### config.mk
export PLATFORM = sky130hd
export DESIGN_NAME = ikbd_input_arbiter
export DESIGN_NICKNAME = d
export VERILOG_FILES = /design/src/rtl/ikbd_input_arbiter.sv
export SDC_FILE = /design/constraint.sdc
export NUM_CORES = 1
export LEC_CHECK = 0
export CAP_MARGIN = 20
export CORE_MARGIN = 8
export CORE_UTILIZATION = 35
export CTS_CLUSTER_DIAMETER = 40
export DETAILED_ROUTE_END_ITERATION = 6
export HOLD_SLACK_MARGIN = 0.03
export PLACE_DENSITY_LB_ADDON = 0.3
export SLEW_MARGIN = 20
export SYNTH_ARGS = -nofsm -noshare
export SYNTH_HDL_FRONTEND = slang
export SYNTH_SLANG_ARGS = --single-unit
### constraint.sdc
create_clock -name clk -period 5.2 [get_ports clk]
set_input_delay 0.78 -clock clk [delete_from_list [all_inputs] [get_ports clk]]
set_output_delay 0.78 -clock clk [all_outputs]
set_load 0.01 [all_outputs]
### src/rtl/ikbd_input_arbiter.sv
// ikbd input arbiter: synchronises and debounces NCH input sources of W bits.
// It routes the most recently active source onto the shared 6301 port lines.
// A hold-off follows every switch, a forced-lock mode overrides activity,
// and a one-cycle strobe marks each change of the active channel.
module ikbd_input_arbiter #(
  parameter  int NCH         = 2,
  parameter  int W           = 6,
  parameter  int SYNC_STAGES = 2,
  parameter  int DEB_CYC     = 4,
  parameter  int HOLD_CYC    = 1000,
  parameter  int DEF_CH      = 0,
  localparam int CW          = (NCH > 1) ? $clog2(NCH) : 1
) (
  input  logic              clk,
  input  logic              res,
  input  logic [NCH*W-1:0]  src,
  input  logic              lock,
  input  logic [CW-1:0]     lock_sel,
  output logic [W-1:0]      out,
  output logic [CW-1:0]     active_ch,
  output logic              switch_pulse,
  output logic [NCH*W-1:0]  deb_all
);

  localparam int CNTW = $clog2(DEB_CYC) + 1;
  localparam int HW   = (HOLD_CYC > 1) ? $clog2(HOLD_CYC) : 1;

  typedef enum logic [1:0] {S_RUN, S_HOLD, S_LOCK} state_t;

  logic [NCH*W-1:0] w_raw;
  logic [NCH*W-1:0] r_deb;
  logic [CNTW-1:0]  r_cnt [NCH];
  logic [NCH-1:0]   w_chg;

  state_t           r_state, w_state_nx;
  logic [HW-1:0]    r_hold, w_hold_nx;
  logic [CW-1:0]    r_active, w_active_nx;
  logic             r_pulse, w_pulse_nx;
  logic [CW-1:0]    w_target;
  logic [CW-1:0]    w_cand;
  logic             w_cand_vld;

  // Synchroniser chain per source bit; bypassed when sources are already in the clk domain.
  generate
    if (SYNC_STAGES == 0) begin : g_nosync
      assign w_raw = src;
    end else begin : g_sync
      logic [NCH*W-1:0] r_sync [SYNC_STAGES];
      // Shift every source bit through the synchroniser stages.
      always_ff @(posedge clk or negedge res) begin
        if (!res) begin
          // NOTE: register arrays are reset element by element; they are flops, not RAM, so clearing them is free of macro constraints.
          for (int s = 0; s < SYNC_STAGES; s++) r_sync[s] <= '0;
        end else begin
          // NOTE: non-blocking assignments let each stage capture the previous stage's old value, forming a real shift chain.
          r_sync[0] <= src;
          for (int s = 1; s < SYNC_STAGES; s++) r_sync[s] <= r_sync[s-1];
        end
      end
      assign w_raw = r_sync[SYNC_STAGES-1];
    end
  endgenerate

  // Flag channels whose differing raw value has now been stable long enough to accept.
  always_comb begin
    // NOTE: assigning a default first keeps every path driven, so no latch is inferred.
    w_chg = '0;
    for (int i = 0; i < NCH; i++) begin
      w_chg[i] = (w_raw[i*W +: W] != r_deb[i*W +: W]) && (r_cnt[i] == CNTW'(DEB_CYC - 1));
    end
  end

  // Per-channel debounce: count cycles of disagreement, and restart on any return to the accepted value.
  always_ff @(posedge clk or negedge res) begin
    if (!res) begin
      r_deb <= '0;
      for (int i = 0; i < NCH; i++) r_cnt[i] <= '0;
    end else begin
      for (int i = 0; i < NCH; i++) begin
        if (w_raw[i*W +: W] == r_deb[i*W +: W]) begin
          r_cnt[i] <= '0;
        end else if (w_chg[i]) begin
          r_deb[i*W +: W] <= w_raw[i*W +: W];
          r_cnt[i]        <= '0;
        end else begin
          r_cnt[i] <= r_cnt[i] + CNTW'(1);
        end
      end
    end
  end

  // Pick the lock target and the lowest-index newly active channel other than the current one.
  always_comb begin
    w_target   = (32'(lock_sel) < NCH) ? lock_sel : '0;
    w_cand     = '0;
    w_cand_vld = 1'b0;
    for (int i = NCH - 1; i >= 0; i--) begin
      if (w_chg[i] && (CW'(i) != r_active)) begin
        w_cand     = CW'(i);
        w_cand_vld = 1'b1;
      end
    end
  end

  // Arbiter next-state: lock overrides everything; RUN switches on activity; HOLD waits out the hold-off.
  always_comb begin
    w_state_nx  = r_state;
    w_hold_nx   = r_hold;
    w_active_nx = r_active;
    w_pulse_nx  = 1'b0;
    if (lock) begin
      w_state_nx = S_LOCK;
      w_hold_nx  = '0;
      if (w_target != r_active) begin
        w_active_nx = w_target;
        w_pulse_nx  = 1'b1;
      end
    end else begin
      case (r_state)
        S_RUN: begin
          if (w_cand_vld) begin
            w_active_nx = w_cand;
            w_pulse_nx  = 1'b1;
            if (HOLD_CYC > 0) begin
              w_hold_nx  = HW'(HOLD_CYC - 1);
              w_state_nx = S_HOLD;
            end
          end
        end
        S_HOLD: begin
          if (r_hold == '0) w_state_nx = S_RUN;
          else              w_hold_nx  = r_hold - HW'(1);
        end
        S_LOCK: begin
          w_state_nx = S_RUN;
          w_hold_nx  = '0;
        end
        default: w_state_nx = S_RUN;
      endcase
    end
  end

  // Arbiter state register.
  always_ff @(posedge clk or negedge res) begin
    if (!res) begin
      r_state  <= S_RUN;
      r_hold   <= '0;
      r_active <= CW'(DEF_CH);
      r_pulse  <= 1'b0;
    end else begin
      r_state  <= w_state_nx;
      r_hold   <= w_hold_nx;
      r_active <= w_active_nx;
      r_pulse  <= w_pulse_nx;
    end
  end

  // Route the debounced value of the active channel; inactive channels never contribute.
  always_comb begin
    out = '0;
    for (int i = 0; i < NCH; i++) begin
      if (r_active == CW'(i)) out = r_deb[i*W +: W];
    end
  end

  assign active_ch    = r_active;
  assign switch_pulse = r_pulse;
  assign deb_all      = r_deb;

endmodule

==> flow_summary.toml <==
[worst_setup_path]
path_buf_inv = 1
r2r_end = "r_hold[6]$_DFFE_PN0P_"
crit_slowest_cell = "dfrtp_1"
cp-end-kind = "output port"
cp-start-kind = "register"
cp_num_cells = 2
required_ns = 4.42
cp_max_fo = 12
crit_family = "flip-flops"
max_stage_delay_ns = 0.68
reg2reg_from = "r_cnt[3]$_DFF_PN0_"
reg2reg_slack_ns = 2.64
worst_r2r_path_depth = 7
worstPathArrival_ns = 1.87
critPathKind = "reg2out"
worstPathCellList = "mux2_1 > clkdlybuf4s50_1"

[timing]
worst_pin_slew_ns = 0.8403
finalCritPeriodShare_pct = 50.88
maxSlewHeadroom_pct = 43.87
worst_slack_ns = 2.554
hold_viol = 0
slew_viol_final = 0
post-route-min-period_ns = 2.646
skew_ns = 0.007969
rsz0062_at_grt = "no"
tns_ns = 0
setup_viol = 0
max_freq_mhz = 378.0
hold_ws_ns = 0.3524

[finish]
final_nets = 244
antennaDiodeCount = 0
final_common_cell = "dfrtp_1"
layout_common_cells = "56 x dfrtp_1, 34 x clkdlybuf4s50_1, 18 x mux2_1, 13 x xor2_1, 10 x nor2_1"
layout-drive-gt1-share_pct = 6.278
final_area_mm2 = 0.002909
fillers = 622
syn_to_final_growth_pct = 21.47
fin_util_pct = 43.30

[die]
core_area_mm2 = 0.006719
io_pins = 36
start_util_pct = 35.64
die_w_um = 98.72
dieArea_mm2 = 0.009746
die_h_um = 98.72
fp-row-count = 30

[synth]
synth_fp_nets = 206
synth_cell_types = 39
synth_seq_cells = 56
syn-cell-area_mm2 = 0.002395
async_flop_share_pct = 100.0
synth_cells = 184
synth_edf_count = 0
synth_area_per_cell_um2 = 13.02
yosysWarnings = 0
synth-seq-area-share_pct = 58.52
synth-main-ff-cell = "dfrtp_1"

[pwr]
seqPwrFrac_pct = 45.1
p_leak_nw = 1.233
powerDensity_mw_per_mm2 = 475.4
intPower_uw = 911.2
pwr-share-comb_pct = 37.9
p_sw_uw = 471.9
vdd_drop_max_mv = 0.2078
sw_frac_of_total_pct = 34.12
clockPowerShare_pct = 17.0

[grt]
grt.total_usage_pct = 10.33
grt_overflow_total = 0
first_global_vias = 1616
antenna_found_initial = 0
grt_pass1_wl_um = 8155
grt_max_degree = 57

[placement]
hpwl_um = 3275
pre_cts_ws_ns = 2.591
placed_cell_area_mm2 = 0.002820
port_buffers = 35
gp_congestion = 0.7367

[status]
status = "finished, final reports clean"

[worst_hold_path]
hp-class = "reg2reg"
holdPathEnd = "w_raw[2]$_DFF_PN0_"
whs_path_depth = 0
min_from = "g_sync.r_sync[14]$_DFF_PN0_"

[drt]
dr.pass1.iters = 4
routed_via_density = 5.040
vias = 1527
routedWlPerCell_um = 15.19
first_iter_violations = 72
drc_errors = 0
ant_nets = 0
postRouteWirelength_um = 4604

[clocking]
hold_buffers = 0
clk_latency_ns = 0.30
cts_tree = "yes"
cts_setup_buffers = 0
htreeDepth = 2
max-clock-path-buffers = 2
numCtsBuffers = 5
cts.sinks = 56
path_clk_slew_ns = 0.10
clock-root-buffer = "clkbuf_8"
cts_resized = 0

[flow_run]
drv_cap = 0
## routing by layer
metal | global-route usage, % | vias up | share of wire, % | wire length [um]
met5 | 0 | - | 0 | 0
met2 | 15.96 | 27 | 46 | 2108
met1 | 13.67 | 755 | 50 | 2298
met4 | 4.250 | 0 | 1.4 | 65
met3 | 2.255 | 4 | 2.9 | 132
li1 | - | 741 | - | -
## synthesized netlist by cell type, types with 2 or more instances
cell,number,area share [%]
a21o_1,3,0.94
a21oi_1,5,1.0
a41oi_1,6,2.2
and2_1,2,0.52
clkbuf_1,3,0.47
dfrtp_1,56,59
ha_1,6,3.1
inv_1,6,0.94
mux2_1,18,8.5
nand2_1,5,0.78
nand2b_1,7,1.8
nor2_1,10,1.6
nor2b_1,2,0.52
nor3_1,3,0.63
nor3b_1,7,2.2
o21ai_0,2,0.42
o21ai_1,4,0.84
o221ai_1,5,1.8
o2bb2ai_1,2,0.73
xor2_1,13,4.8
## logic make-up (layout without fill, tap and decap cells)
family	after synthesis	after routing	share of synthesized area, %
fa+ha+maj	6	6	3.135
xor+xnor	13	13	4.754
mux	18	18	8.464
buf+inv	12	51	2.246
flops	56	56	58.52
simple gates	44	44	11.29
compound gates	35	35	11.60
## worst max-delay path by stage
| stage | startpoint | endpoint | slack, ns |
|---|---|---|---|
| 6_report | active_ch$_DFFE_PN0P_ | out[3] | 2.55 |
| 5_1_grt | r_cnt[3]$_DFF_PN0_ | r_hold[6]$_DFFE_PN0P_ | 2.30 |
| 4_1_cts | active_ch$_DFFE_PN0P_ | out[3] | 2.52 |
| 3_5_place_dp | lock | r_hold[3]$_DFFE_PN0P_ | 2.59 |
| 3_3_place_gp | lock | r_hold[4]$_DFFE_PN0P_ | 2.67 |
| 2_1_floorplan | r_hold[0]$_DFFE_PN0P_ | r_hold[9]$_DFFE_PN0P_ | 3.14 |
## final cells by class
type | count | area [um^2] | share of cell area (%)
Tap cell | 80 | 100.1 | 3.441
Clock buffer | 6 | 72.57 | 2.495
Clock inverter | 2 | 16.27 | 0.5591
Multi-Input combinational cell | 116 | 939.7 | 32.30
Timing Repair Buffer | 36 | 352.8 | 12.13
Sequential cell | 56 | 1401 | 48.17
Inverter | 7 | 26.28 | 0.9032
## stage by stage
| step | power, mW | cells |
|---|---|---|
| final | 1.383 | 303 |
| after floorplan | 0.9066 | 184 |
| after global placement | 1.154 | 295 |
| after global routing | 1.488 | 303 |
| after CTS | 1.408 | 303 |
| after detailed placement | 1.166 | 295 |
## sequential cells by signal, summed over array words and instances (netlist names)
| signal | count |
|---|---|
| r_state | 2 |
| r_cnt | 6 |
| w_raw | 12 |
| g_sync.r_sync | 12 |
| r_hold | 10 |
| switch_pulse | 1 |
| deb_all | 12 |
| active_ch | 1 |
## power groups by stage
stage | logic [mW] | clock network, mW | registers, mW
floorplan | 0.274 | 0 | 0.633
global placement | 0.524 | 0 | 0.631
detailed placement | 0.531 | 0 | 0.634
CTS | 0.535 | 0.247 | 0.626
global route | 0.581 | 0.263 | 0.643
finish | 0.524 | 0.235 | 0.624
No activity file was read; power rests on OpenSTA's default activity.
==> patch, RTL diff (config.mk and constraints unchanged) <==
Re-encode `state_t` (3 states) as one-hot, 3 bits wide.
--- a/src/rtl/ikbd_input_arbiter.sv
+++ b/src/rtl/ikbd_input_arbiter.sv
@@ -27,3 +27,3 @@
 
-  typedef enum logic [1:0] {S_RUN, S_HOLD, S_LOCK} state_t;
+  typedef enum logic [2:0] {S_RUN = 3'b001, S_HOLD = 3'b010, S_LOCK = 3'b100} state_t;
 
Formal check against the unedited RTL: no difference found for any inputs over 10 cycles, from zero or initial values; not proved beyond that.
==> patch against the original RTL <==
  * Design area is 4.3% higher
  * Total power up 3.2%
  * Final cell count increased by 9.2%
  * Synthesized area increased by 1.8%
  * Setup slack gained 0.0059 ns
  * First-iteration DRC count shrank 43%
  * Sequential cell count rose by 1
  * Routed wire length grew 6.4%
  * Largest power group unchanged
==> patch: results (changes against the original RTL) <==
For the headroom to the max-slew limit, the log shows 50.80% (was 43.87%). The setup slack after placement was 2.695 ns (was 2.591 ns); the share of cells above drive strength 1 was 16.33% (was 6.278%). Leakage power: 1.321 nW (was 1.233 nW). The initial detailed-routing violation count is 41 (was 72), and the first-pass GRT wire length is 8418 µm (was 8155 µm). The maximum cell stage delay along the critical path was 0.65 ns (was 0.68 ns); the peak ir drop on the vdd network was 0.0002363 V (was 0.0002078 V). The proportion of synthesized chip area in sequential cells was 58.54% (was 58.52%). The length of routed met2 wiring came out at 2308 µm (was 2108 µm). The clock network power consumption was 354 µW (was 235 µW); the half-perimeter wire length of the detailed placement result was 3476 µm (was 3275 µm). The via count of the first global-routing pass was 1787 (was 1616); the number of levels in the clock H-tree was 3 (was 2). The final RePlAce weighted congestion is 0.7844 (was 0.7367), and the met1 wire length is 2219 µm (was 2298 µm). The clock-pin transition on the worst setup and hold timing paths is 0.07 ns (was 0.10 ns), and the highest fanout seen on the critical path is 11 (was 12). For the summed area of non-filler cells in the final layout, the log shows 3035 µm² (was 2909 µm²). The routed length per placed instance came out at 14.80 µm (was 15.19 µm). For the cell area after placement, the log shows 2864 µm² (was 2820 µm²). The met2 track demand over resource was 17.41% (was 15.96%); the number of clock buffers inserted by TritonCTS was 9 (was 5).

The run gives 10.87% (was 10.33%) as the global-route total usage across every layer. The tools report the power attributed to combinational cells as 450 µW (was 524 µW). Post-synth top cells: 56 x sky130_fd_sc_hd__dfrtp_1, 30 x sky130_fd_sc_hd__nand2_1, 12 x sky130_fd_sc_hd__mux2_2, 9 x sky130_fd_sc_hd__nor2_1, 8 x sky130_fd_sc_hd__xor2_1 (was 56 x sky130_fd_sc_hd__dfrtp_1, 18 x sky130_fd_sc_hd__mux2_1, 13 x sky130_fd_sc_hd__xor2_1, 10 x sky130_fd_sc_hd__nor2_1). Post-layout net count: 265 (was 244). The largest net degree at the start of global routing is 58 (was 57).

The met1 capacity usage during global routing was 12.39% (was 13.67%); the final-layout fill cell count was 648 (was 622). The logs give 315 (was 295) for the number of placed instances, taps included and 4899 µm (was 4604 µm) for the total detailed-routing wirelength. The number of nets in the synthesized netlist came out at 225 (was 206). The fraction of power spent switching nets came out at 32.52% (was 34.12%).

The detailed-route via count was 1658 (was 1527); the width of the die was 99.47 µm (was 98.72 µm). The flow ran to the end, and the final reports show no timing, DRC or antenna violations. The run gives 206 (was 184) as the post-synthesis instance total.

Clock network latency to the later pin of the worst-skew pair: 0.33 ns (was 0.30 ns).
==> patch: changes by cell type after synthesis, moves of 4 or more <==
| cell | change |
|---|---|
| sky130_fd_sc_hd__mux2_2 | +12 |
| sky130_fd_sc_hd__nand2b_1 | -4 |
| sky130_fd_sc_hd__mux2_1 | -18 |
| sky130_fd_sc_hd__nand2_1 | +25 |
| sky130_fd_sc_hd__xnor2_1 | +7 |
| sky130_fd_sc_hd__a41oi_1 | -6 |
| sky130_fd_sc_hd__o221ai_1 | -5 |
| sky130_fd_sc_hd__xor2_1 | -5 |
==> patch: worst paths after layout <==
| path | start | end | slack [ns] | cells after the start |
|---|---|---|---|---|
| setup reg to reg | r_hold[0] | r_hold[1] | 2.87 | 7 |
| min in group asynchronous | res | r_hold[7] | 0.58 | 2 |
| setup / recovery | active_ch | out[4] | 2.56 | 2 |
| hold reg to reg | g_sync.r_sync[12] | w_raw[0] | 0.35 | 0 |
| max in group asynchronous | res | deb_all[2] | 4.14 | 2 |
| hold / removal | g_sync.r_sync[12] | w_raw[0] | 0.35 | 0 |
==> patch: logic make-up (layout without fill, tap and decap cells) <==
group | Yosys count | after routing | synth area share [%]
and+or+nand+nor | 71 | 71 | 15.50
xor gates and xnor gates | 15 | 15 | 5.388
DFF | 57 | 57 | 58.54
AOI/OAI and AO/OA | 36 | 36 | 11.13
adders and majority gates | 3 | 3 | 1.539
buffers and inverters | 11 | 56 | 1.744
muxes | 13 | 13 | 6.157
==> patch: final cells by class <==
class | instances | share of cell area [%]
clock buffer | 10 | 4.204
inverter | 4 | 0.4946
clock inverter | 6 | 1.443
multi-input combinational | 138 | 31.90
timing repair buffer | 36 | 11.62
tap | 80 | 3.298
sequential | 57 | 47.03
